==> src/rtl/vga_timing_gen_if.sv <==
// -----------------------------------------------------------------------------
// vga_timing_gen_if
// Connects the raster timing generator to its controller and its consumers.
//
// Signals:
//   PixEn          pixel tick; counters advance only when high
//   Start          request to begin or resume scanning
//   Stop           request to stop at the end of the current frame
//   cntHorizontal  pixel index within the line
//   cntVertical    line index within the frame
//   HSync, VSync   sync outputs (asserted level set by HS_POL / VS_POL)
//   Active         visible-region flag
//   LineEnd        one-Clk strobe on the last pixel of a line
//   FrameEnd       one-Clk strobe on the last pixel of a frame
//   Running        generator is scanning (RUN or DRAIN)
//
// Modports:
//   master  controller / consumer side: drives PixEn, Start, Stop
//   slave   timing generator side: drives counters, syncs and strobes
// -----------------------------------------------------------------------------
interface vga_timing_gen_if #(
    parameter int CNT_W = 11
);
    logic             PixEn;
    logic             Start;
    logic             Stop;
    logic [CNT_W-1:0] cntHorizontal;
    logic [CNT_W-1:0] cntVertical;
    logic             HSync;
    logic             VSync;
    logic             Active;
    logic             LineEnd;
    logic             FrameEnd;
    logic             Running;

    modport master (
        output PixEn, Start, Stop,
        input  cntHorizontal, cntVertical, HSync, VSync,
               Active, LineEnd, FrameEnd, Running
    );

    modport slave (
        input  PixEn, Start, Stop,
        output cntHorizontal, cntVertical, HSync, VSync,
               Active, LineEnd, FrameEnd, Running
    );
endinterface

==> src/rtl/vga_timing_gen.sv <==
// -----------------------------------------------------------------------------
// vga_timing_gen
// Parametrised raster timing generator. Horizontal and vertical pixel counters
// advance on PixEn ticks while a Start/Stop run-control FSM is in RUN or DRAIN.
// Sync, blanking and line/frame strobes are decoded from the counters.
//
// Ports:
//   Clk    system clock
//   Reset  synchronous, active-high reset
//   tmg    vga_timing_gen_if.slave (controls in, counters/syncs/strobes out)
//
// Build option:
//   VGA_OUTREG_EN  when defined, HSync, VSync, Active, LineEnd and FrameEnd
//                  are registered and lag the counters by one Clk. When
//                  undefined they are combinational and aligned with the
//                  counters.
//
// state    | meaning
// ---------+-------------------------------------------------------------
// ST_IDLE  | counters held at 0, outputs inactive, waiting for Start
// ST_RUN   | scanning; Stop moves to DRAIN (or IDLE on the FrameEnd tick)
// ST_DRAIN | scanning until FrameEnd, then IDLE; Start alone resumes RUN
// -----------------------------------------------------------------------------
module vga_timing_gen #(
    parameter int   H_ACTIVE = 640,
    parameter int   H_FP     = 16,
    parameter int   H_SYNC   = 96,
    parameter int   H_BP     = 48,
    parameter int   V_ACTIVE = 480,
    parameter int   V_FP     = 10,
    parameter int   V_SYNC   = 2,
    parameter int   V_BP     = 33,
    parameter int   CNT_W    = 11,
    parameter logic HS_POL   = 1'b0,
    parameter logic VS_POL   = 1'b0
) (
    input  logic                Clk,
    input  logic                Reset,
    vga_timing_gen_if.slave     tmg
);

    localparam int H_TOTAL = H_ACTIVE + H_FP + H_SYNC + H_BP;
    localparam int V_TOTAL = V_ACTIVE + V_FP + V_SYNC + V_BP;

    // Sync windows are expressed as inclusive [first, last] so that no bound
    // ever needs to represent H_TOTAL itself at CNT_W bits.
    localparam logic [CNT_W-1:0] H_LAST       = CNT_W'(H_TOTAL - 1);
    localparam logic [CNT_W-1:0] H_ACT_END    = CNT_W'(H_ACTIVE);
    localparam logic [CNT_W-1:0] H_SYNC_FIRST = CNT_W'(H_ACTIVE + H_FP);
    localparam logic [CNT_W-1:0] H_SYNC_LAST  = CNT_W'(H_ACTIVE + H_FP + H_SYNC - 1);
    localparam logic [CNT_W-1:0] V_LAST       = CNT_W'(V_TOTAL - 1);
    localparam logic [CNT_W-1:0] V_ACT_END    = CNT_W'(V_ACTIVE);
    localparam logic [CNT_W-1:0] V_SYNC_FIRST = CNT_W'(V_ACTIVE + V_FP);
    localparam logic [CNT_W-1:0] V_SYNC_LAST  = CNT_W'(V_ACTIVE + V_FP + V_SYNC - 1);

    typedef enum logic [1:0] {
        ST_IDLE  = 2'd0,
        ST_RUN   = 2'd1,
        ST_DRAIN = 2'd2
    } state_t;

    state_t           state_q;
    logic [CNT_W-1:0] cnt_h_q;
    logic [CNT_W-1:0] cnt_v_q;

    logic running;
    logic h_in_sync;
    logic v_in_sync;
    logic hs_d;
    logic vs_d;
    logic act_d;
    logic le_d;
    logic fe_d;
    logic resume;

    always_comb begin
        running   = (state_q != ST_IDLE);
        h_in_sync = (cnt_h_q >= H_SYNC_FIRST) && (cnt_h_q <= H_SYNC_LAST);
        v_in_sync = (cnt_v_q >= V_SYNC_FIRST) && (cnt_v_q <= V_SYNC_LAST);
        hs_d      = (running && h_in_sync) ? HS_POL : ~HS_POL;
        vs_d      = (running && v_in_sync) ? VS_POL : ~VS_POL;
        act_d     = running && (cnt_h_q < H_ACT_END) && (cnt_v_q < V_ACT_END);
        le_d      = running && tmg.PixEn && (cnt_h_q == H_LAST);
        fe_d      = le_d && (cnt_v_q == V_LAST);
        // Stop always dominates a simultaneous Start.
        resume    = tmg.Start && !tmg.Stop;
    end

    always_ff @(posedge Clk) begin
        if (Reset) begin
            state_q <= ST_IDLE;
            cnt_h_q <= '0;
            cnt_v_q <= '0;
        end else begin
            if (running && tmg.PixEn) begin
                if (cnt_h_q == H_LAST) begin
                    cnt_h_q <= '0;
                    cnt_v_q <= (cnt_v_q == V_LAST) ? '0 : cnt_v_q + 1'b1;
                end else begin
                    cnt_h_q <= cnt_h_q + 1'b1;
                end
            end

            // Leaving scan on the FrameEnd tick needs no explicit counter
            // clear: the wrap above already lands on (0,0).
            unique case (state_q)
                ST_IDLE: begin
                    cnt_h_q <= '0;
                    cnt_v_q <= '0;
                    if (resume) state_q <= ST_RUN;
                end
                ST_RUN: begin
                    if (tmg.Stop) state_q <= fe_d ? ST_IDLE : ST_DRAIN;
                end
                ST_DRAIN: begin
                    if (resume)    state_q <= ST_RUN;
                    else if (fe_d) state_q <= ST_IDLE;
                end
                default: state_q <= ST_IDLE;
            endcase
        end
    end

    assign tmg.cntHorizontal = cnt_h_q;
    assign tmg.cntVertical   = cnt_v_q;
    assign tmg.Running       = running;

`ifdef VGA_OUTREG_EN
    logic hs_q;
    logic vs_q;
    logic act_q;
    logic le_q;
    logic fe_q;

    always_ff @(posedge Clk) begin
        if (Reset) begin
            hs_q  <= ~HS_POL;
            vs_q  <= ~VS_POL;
            act_q <= 1'b0;
            le_q  <= 1'b0;
            fe_q  <= 1'b0;
        end else begin
            hs_q  <= hs_d;
            vs_q  <= vs_d;
            act_q <= act_d;
            le_q  <= le_d;
            fe_q  <= fe_d;
        end
    end

    assign tmg.HSync    = hs_q;
    assign tmg.VSync    = vs_q;
    assign tmg.Active   = act_q;
    assign tmg.LineEnd  = le_q;
    assign tmg.FrameEnd = fe_q;
`else
    assign tmg.HSync    = hs_d;
    assign tmg.VSync    = vs_d;
    assign tmg.Active   = act_d;
    assign tmg.LineEnd  = le_d;
    assign tmg.FrameEnd = fe_d;
`endif

endmodule
==> src/flat_wrapper.sv <==
// flat-port wrapper written by rule: the top's interface ports become plain ports
module vga_timing_gen_flat 
#(
    parameter int   H_ACTIVE = 640,
    parameter int   H_FP     = 16,
    parameter int   H_SYNC   = 96,
    parameter int   H_BP     = 48,
    parameter int   V_ACTIVE = 480,
    parameter int   V_FP     = 10,
    parameter int   V_SYNC   = 2,
    parameter int   V_BP     = 33,
    parameter int   CNT_W    = 11,
    parameter logic HS_POL   = 1'b0,
    parameter logic VS_POL   = 1'b0
)
  (Clk, Reset, tmg_PixEn, tmg_Start, tmg_Stop, tmg_cntHorizontal, tmg_cntVertical, tmg_HSync, tmg_VSync, tmg_Active, tmg_LineEnd, tmg_FrameEnd, tmg_Running);
  vga_timing_gen_if #(.CNT_W(CNT_W)) tmg_i ();
  input  logic Clk;
  input  logic Reset;
  input wire logic [$bits(tmg_i.PixEn)-1:0] tmg_PixEn;
  input wire logic [$bits(tmg_i.Start)-1:0] tmg_Start;
  input wire logic [$bits(tmg_i.Stop)-1:0] tmg_Stop;
  output wire logic [$bits(tmg_i.cntHorizontal)-1:0] tmg_cntHorizontal;
  output wire logic [$bits(tmg_i.cntVertical)-1:0] tmg_cntVertical;
  output wire logic [$bits(tmg_i.HSync)-1:0] tmg_HSync;
  output wire logic [$bits(tmg_i.VSync)-1:0] tmg_VSync;
  output wire logic [$bits(tmg_i.Active)-1:0] tmg_Active;
  output wire logic [$bits(tmg_i.LineEnd)-1:0] tmg_LineEnd;
  output wire logic [$bits(tmg_i.FrameEnd)-1:0] tmg_FrameEnd;
  output wire logic [$bits(tmg_i.Running)-1:0] tmg_Running;
  assign tmg_i.PixEn = tmg_PixEn;
  assign tmg_i.Start = tmg_Start;
  assign tmg_i.Stop = tmg_Stop;
  assign tmg_cntHorizontal = tmg_i.cntHorizontal;
  assign tmg_cntVertical = tmg_i.cntVertical;
  assign tmg_HSync = tmg_i.HSync;
  assign tmg_VSync = tmg_i.VSync;
  assign tmg_Active = tmg_i.Active;
  assign tmg_LineEnd = tmg_i.LineEnd;
  assign tmg_FrameEnd = tmg_i.FrameEnd;
  assign tmg_Running = tmg_i.Running;
  vga_timing_gen #(.H_ACTIVE(H_ACTIVE), .H_FP(H_FP), .H_SYNC(H_SYNC), .H_BP(H_BP), .V_ACTIVE(V_ACTIVE), .V_FP(V_FP), .V_SYNC(V_SYNC), .V_BP(V_BP), .CNT_W(CNT_W), .HS_POL(HS_POL), .VS_POL(VS_POL)) u_core (.Clk(Clk), .Reset(Reset), .tmg(tmg_i));
endmodule
==> config.mk <==
export PLATFORM = sky130hd
export DESIGN_NAME = vga_timing_gen_flat
export DESIGN_NICKNAME = d
export VERILOG_FILES = /design/src/rtl/vga_timing_gen_if.sv /design/src/rtl/vga_timing_gen.sv /design/src/flat_wrapper.sv
export SDC_FILE = /design/constraint.sdc
export NUM_CORES = 1
export LEC_CHECK = 0
export BUFFER_PORTS_ARGS = -buffer_cell sky130_fd_sc_hd__buf_2
export CAP_MARGIN = 20
export CORE_MARGIN = 2
export CORE_UTILIZATION = 56
export CTS_CLUSTER_SIZE = 20
export DETAILED_ROUTE_END_ITERATION = 12
export PLACE_DENSITY = 0.83
export SLEW_MARGIN = 20
export SYNTH_ARGS = -nofsm -noshare
export SYNTH_HDL_FRONTEND = slang
export SYNTH_SLANG_ARGS = --single-unit
==> constraint.sdc <==
create_clock -name Clk -period 4.9 [get_ports Clk]
set_clock_uncertainty 0.15 [all_clocks]
set_input_delay 0.49 -clock Clk [delete_from_list [all_inputs] [get_ports Clk]]
set_output_delay 0.49 -clock Clk [all_outputs]
set_load 0.01 [all_outputs]
# [Word level (Yosys, flattened, before mapping)]
# Cells that the tools add are included.
[classes] add_sub_neg=2 multipliers=0 div_mod_pow=0 magnitude_cmp=6 eq_ne=7 shift=0 muxes=10 bitwise=0 n_reduce_logical=16
[op_table] cell="$add A11 B1 Y11 const B" n=2
[op_table] cell="$eq A11 B10 Y1 const B" n=2
[op_table] cell="$mux W11" n=2
[op_table] cell="$ge A11 B10 Y1 const B" n=1
[op_table] cell="$ge A11 B9 Y1 const B" n=1
[op_table] cell="$le A11 B10 Y1 const B" n=1
[op_table] cell="$le A11 B9 Y1 const B" n=1
[op_table] cell="$lt A11 B10 Y1 const B" n=1
[op_table] cell="$lt A11 B9 Y1 const B" n=1
[op_table] cell="$logic_and A1 B1 Y1" n=10
[op_table] cell="$mux W2" n=5
[op_table] cell="$pmux W2 S3" n=1
[op_table] cell="$ne A3 B1 Y1 const B" n=1
[op_table] cell="$reduce_and A3 Y1" n=1
[op_table] cell="$eq A2 B1 Y1 const B" n=1
[op_table] cell="$eq A2 B2 Y1 const B" n=1
[op_table] cell="$logic_not A2 Y1" n=1
[op_table] cell="$mux W1" n=2
[op_table] cell="$ne A2 B1 Y1 const B" n=1
[op_table] cell="$ne A2 B2 Y1 const B" n=1
[op_table] cell="$reduce_and A2 Y1" n=1
[op_table] cell="$reduce_bool A2 Y1" n=1
[op_table] cell="$reduce_or A2 Y1" n=1
[op_table] cell="$logic_not A1 Y1" n=1
[totals] register_bits=24 latchBits=0 ram_bits=0 rom_bits=0 inputBits=5 out_inout_bits=28 word_cells=44 memories=0

# [Logic depth before layout (Yosys ltp)]
[depth] ltp_word=7 ltp_mapped=7 ltp_nobuf=6

# [Worst setup path before layout]
# No wires, ideal clock.
[synth_timing] kind="register to output" start="register u_core.cnt_h_q[1] (netlist: u_core.tmg.cntHorizontal[1])" end="output port tmg_FrameEnd" arrival_ns=1.463 t_required_ns=4.260 path_slack_ns=2.797 path_stages_with_launch=7 path_buffers=2 cell_sequence="dfxtp_1 -> ha_1 -> o211a_1 -> nand4_2 -> buf_6 -> buf_2 -> nor2_1"
[synth_via] elab_chain_len=3
[synth_lines] element="start: declaration" line="vga_timing_gen.sv:63" rtl="logic [CNT_W-1:0] cnt_h_q;"
[synth_lines] element="start signal: assignment" line="vga_timing_gen.sv:100" rtl="cnt_h_q <= cnt_h_q + 1'b1;"
[synth_lines] element="$eq A11 B10 Y1" line="vga_timing_gen.sv:83" rtl="le_d = running && tmg.PixEn && (cnt_h_q == H_LAST);"
[synth_lines] element="$logic_and A1 B1 Y1" line="vga_timing_gen.sv:83"
[synth_lines] element="$logic_and A1 B1 Y1" line="vga_timing_gen.sv:84" rtl="fe_d = le_d && (cnt_v_q == V_LAST);"
[synth_lines] element="end: declaration" line="flat_wrapper.sv:29" rtl="output wire logic [$bits(tmg_i.FrameEnd)-1:0] tmg_FrameEnd;"
# No other way between the ends.

# [Final worst setup path]
# Same ends and word-level chain as after synthesis.

==> reports/metrics.cfg <==
[pwr]
ir_drop_v = 0.000168
power_w = 0.000359
p_leak_nw = 0.587
powerDensity_nw_per_um2 = 229

[job]
drv_cap = 0

[cts]
cts.sinks = 24
cts_setup_buffers = 0
cts_root_buffer = clkbuf_4
cts_tree = done
cts_buffers = 3
ctsHoldBuffers = 0
htreeDepth = 1
worstSkewPairLatency_ns = 0.33
cts_max_path_buffers = 2
post_cts_resized = 0
clkSlewWorstSetupHoldPaths_ns = 0.14

[die]
dieArea_um2 = 2840
io_pins = 33
initial_utilization = 0.604
fp.dieH_um = 53.3
row_count = 17
die_w_um = 53.3
coreArea_um2 = 2250

[outcome]
status = complete, no violations

[setup_path]
cp_slowest_stage_delay_ns = 0.44
reg2reg_slack_ns = 2.47
reg2reg_depth = 5
r2r-start = u_core.tmg.cntHorizontal[1]
worst_setup_path_start_kind = register
critPathRequiredTime_ns = 4.26
path_max_fanout = 21
cp_cell_sequence = ha_1 -> o211a_1 -> nand4_2 -> nor2_1 -> buf_2
r2r_end = u_core.tmg.cntVertical[5]
critPathKind = reg2out
crit_slowest_cell = dfxtp_1
cp.arrival_ns = 2.08
cp-endpoint = tmg_FrameEnd
endpoint_kind = output port
cp-startpoint = u_core.tmg.cntHorizontal[1]

[logic_synthesis]
syn_inst = 167
synthTopCellsByCount = dfxtp_1, nor2_1, a21oi_1
yosys.area.top_type = dfxtp_1
yosysSeqAreaShare = 0.353
yosysWarnings = 0
synth-main-ff-cell = dfxtp_1
synth_cell_types = 38
synthDominantCellAreaShare = 0.353
synth_edf_count = 0
synth.net_count = 177
syn_avg_cell_area_um2 = 8.16
netlist_top_cells_area = dfxtp_1, nor2_1, a21oi_1
ys_ff_latch = 24
synth.most_common_cell = dfxtp_1
synthArstFlopShare = 0
syn_area_um2 = 1360

[timing]
relSlewSlack = 0.528
finalSetupTns_ns = 0
setup_viol = 0
fmax_mhz = 368
fin_ws_ns = 2.18
holdWs_ns = 0.191
fin_crit_sh = 0.554
maxSlewViolCount = 0
period_needed_ns = 2.72
rsz0062_at_grt = false
hold_viol = 0
worst_slew_pin_slew_ns = 0.700

[cells_and_area]
finish.utilization = 0.695
nFillCells = 209
seq_area_um2 = 480
drive_above_1_share = 0.199
area_delta_synth_final_pct = 15.0
fin_nets = 207
n_antenna_cell = 0
multiInputGateArea_um2 = 805

[drt]
route.detailed.drc = 0
wirelength_mm = 3.21
firstDrtPassIters = 4
ant_nets = 0
viasPerCell = 6.12
routedWlPerCell_um = 14.3
drt_iter0_drc = 30
vias = 1370

[grt]
grt_pass1_wl_mm = 5.31
grt_max_degree = 22
antenna_found_initial = 0
grt_pass1_vias = 1211
gr-total-overflow = 0
gr-usage-all-layers = 0.255

[place]
pre_cts_slack_ns = 2.50
dp_hpwl_mm = 2.36
place_congestion = 0.855
io_buffers = 32

[min_path]
hold_class = in2reg

## per-stage QoR
step	std cells	area, µm²
floorplan	167	1360
global route	224	1570
CTS	224	1570
global placement	220	1510
finish	224	1570
detailed placement	220	1510
## sequential cells by signal, summed over array words and instances, names as in the netlist
register / cells
u_core.state_q: 2
u_core.tmg.cntHorizontal: 11
u_core.tmg.cntVertical: 11
## logic make-up after synthesis
kind of cell | Yosys count | share of synthesized area
AND/OR/NAND/NOR | 76 | 0.309
multiplexers | 1 | 0.00826
adder cells (fa/ha/maj) | 5 | 0.0459
flip-flops | 24 | 0.353
AO/OA/AOI/OAI | 36 | 0.170
buffers and inverters | 16 | 0.0569
XOR/XNOR | 9 | 0.0579
## layer usage
layer,track usage,share of wire,vias to the layer above
met2,0.409,0.49,40
met5,0,0,-
met3,0.0621,0.048,6
li1,-,-,677
met1,0.323,0.45,647
met4,0.107,0.013,0
## worst max-delay path: cells and delay by family, from the launching register on
| family | cells | cell delay [ns] |
|---|---|---|
| and+or+nand+nor | 2 | 0.69 |
| DFF | 1 | 0.44 |
| AOI/OAI and AO/OA | 1 | 0.23 |
| adders and majority gates | 1 | 0.22 |
| buffers and inverters | 1 | 0.17 |
## cell usage in the layout, fill, tap and decap left out, types with 2 or more instances in the layout
| cell | instances |
|---|---|
| nor2_1 | 19 |
| o31ai_1 | 7 |
| o211ai_1 | 2 |
| o2111ai_1 | 2 |
| ha_1 | 5 |
| clkbuf_4 | 3 |
| a21oi_1 | 13 |
| o21ai_0 | 6 |
| nor4_1 | 2 |
| xnor2_1 | 7 |
| or4_1 | 6 |
| nand3_1 | 10 |
| nand3b_1 | 2 |
| nor3_1 | 9 |
| nand2_1 | 10 |
| xor2_1 | 2 |
| nor4b_1 | 3 |
| buf_2 | 32 |
| dfxtp_1 | 24 |
| inv_1 | 9 |
| nand4_1 | 6 |
## power by group
| group | switching, W | leakage (nW) | internal, W | total, W |
|---|---|---|---|---|
| sequential | 0.00000165 | 0.194 | 0.000196 | 0.000198 |
| clock | 0.0000644 | 0.0279 | 0.0000828 | 0.000147 |
| combinational | 0.00000892 | 0.366 | 0.00000529 | 0.0000142 |
## how the worst min path moves through the flow
stage,startpoint,endpoint,cells after the start
after floorplan,u_core.tmg.cntVertical[8],u_core.tmg.cntVertical[8],2
after global placement,u_core.tmg.cntVertical[8],u_core.tmg.cntVertical[8],2
after detailed placement,u_core.tmg.cntVertical[7],u_core.tmg.cntVertical[7],2
after CTS,tmg_Stop,u_core.state_q[0],2
after global routing,tmg_Stop,u_core.state_q[0],2
final,tmg_Stop,u_core.state_q[0],2
## final cells by class
class / instances / area share
multi-input combinational: 127 / 0.514
sequential: 24 / 0.307
timing repair buffer: 32 / 0.102
tap: 28 / 0.0224
inverter: 9 / 0.0216
clock inverter: 1 / 0.0192
clock buffer: 3 / 0.0144
No activity file was read; power rests on OpenSTA's default activity.
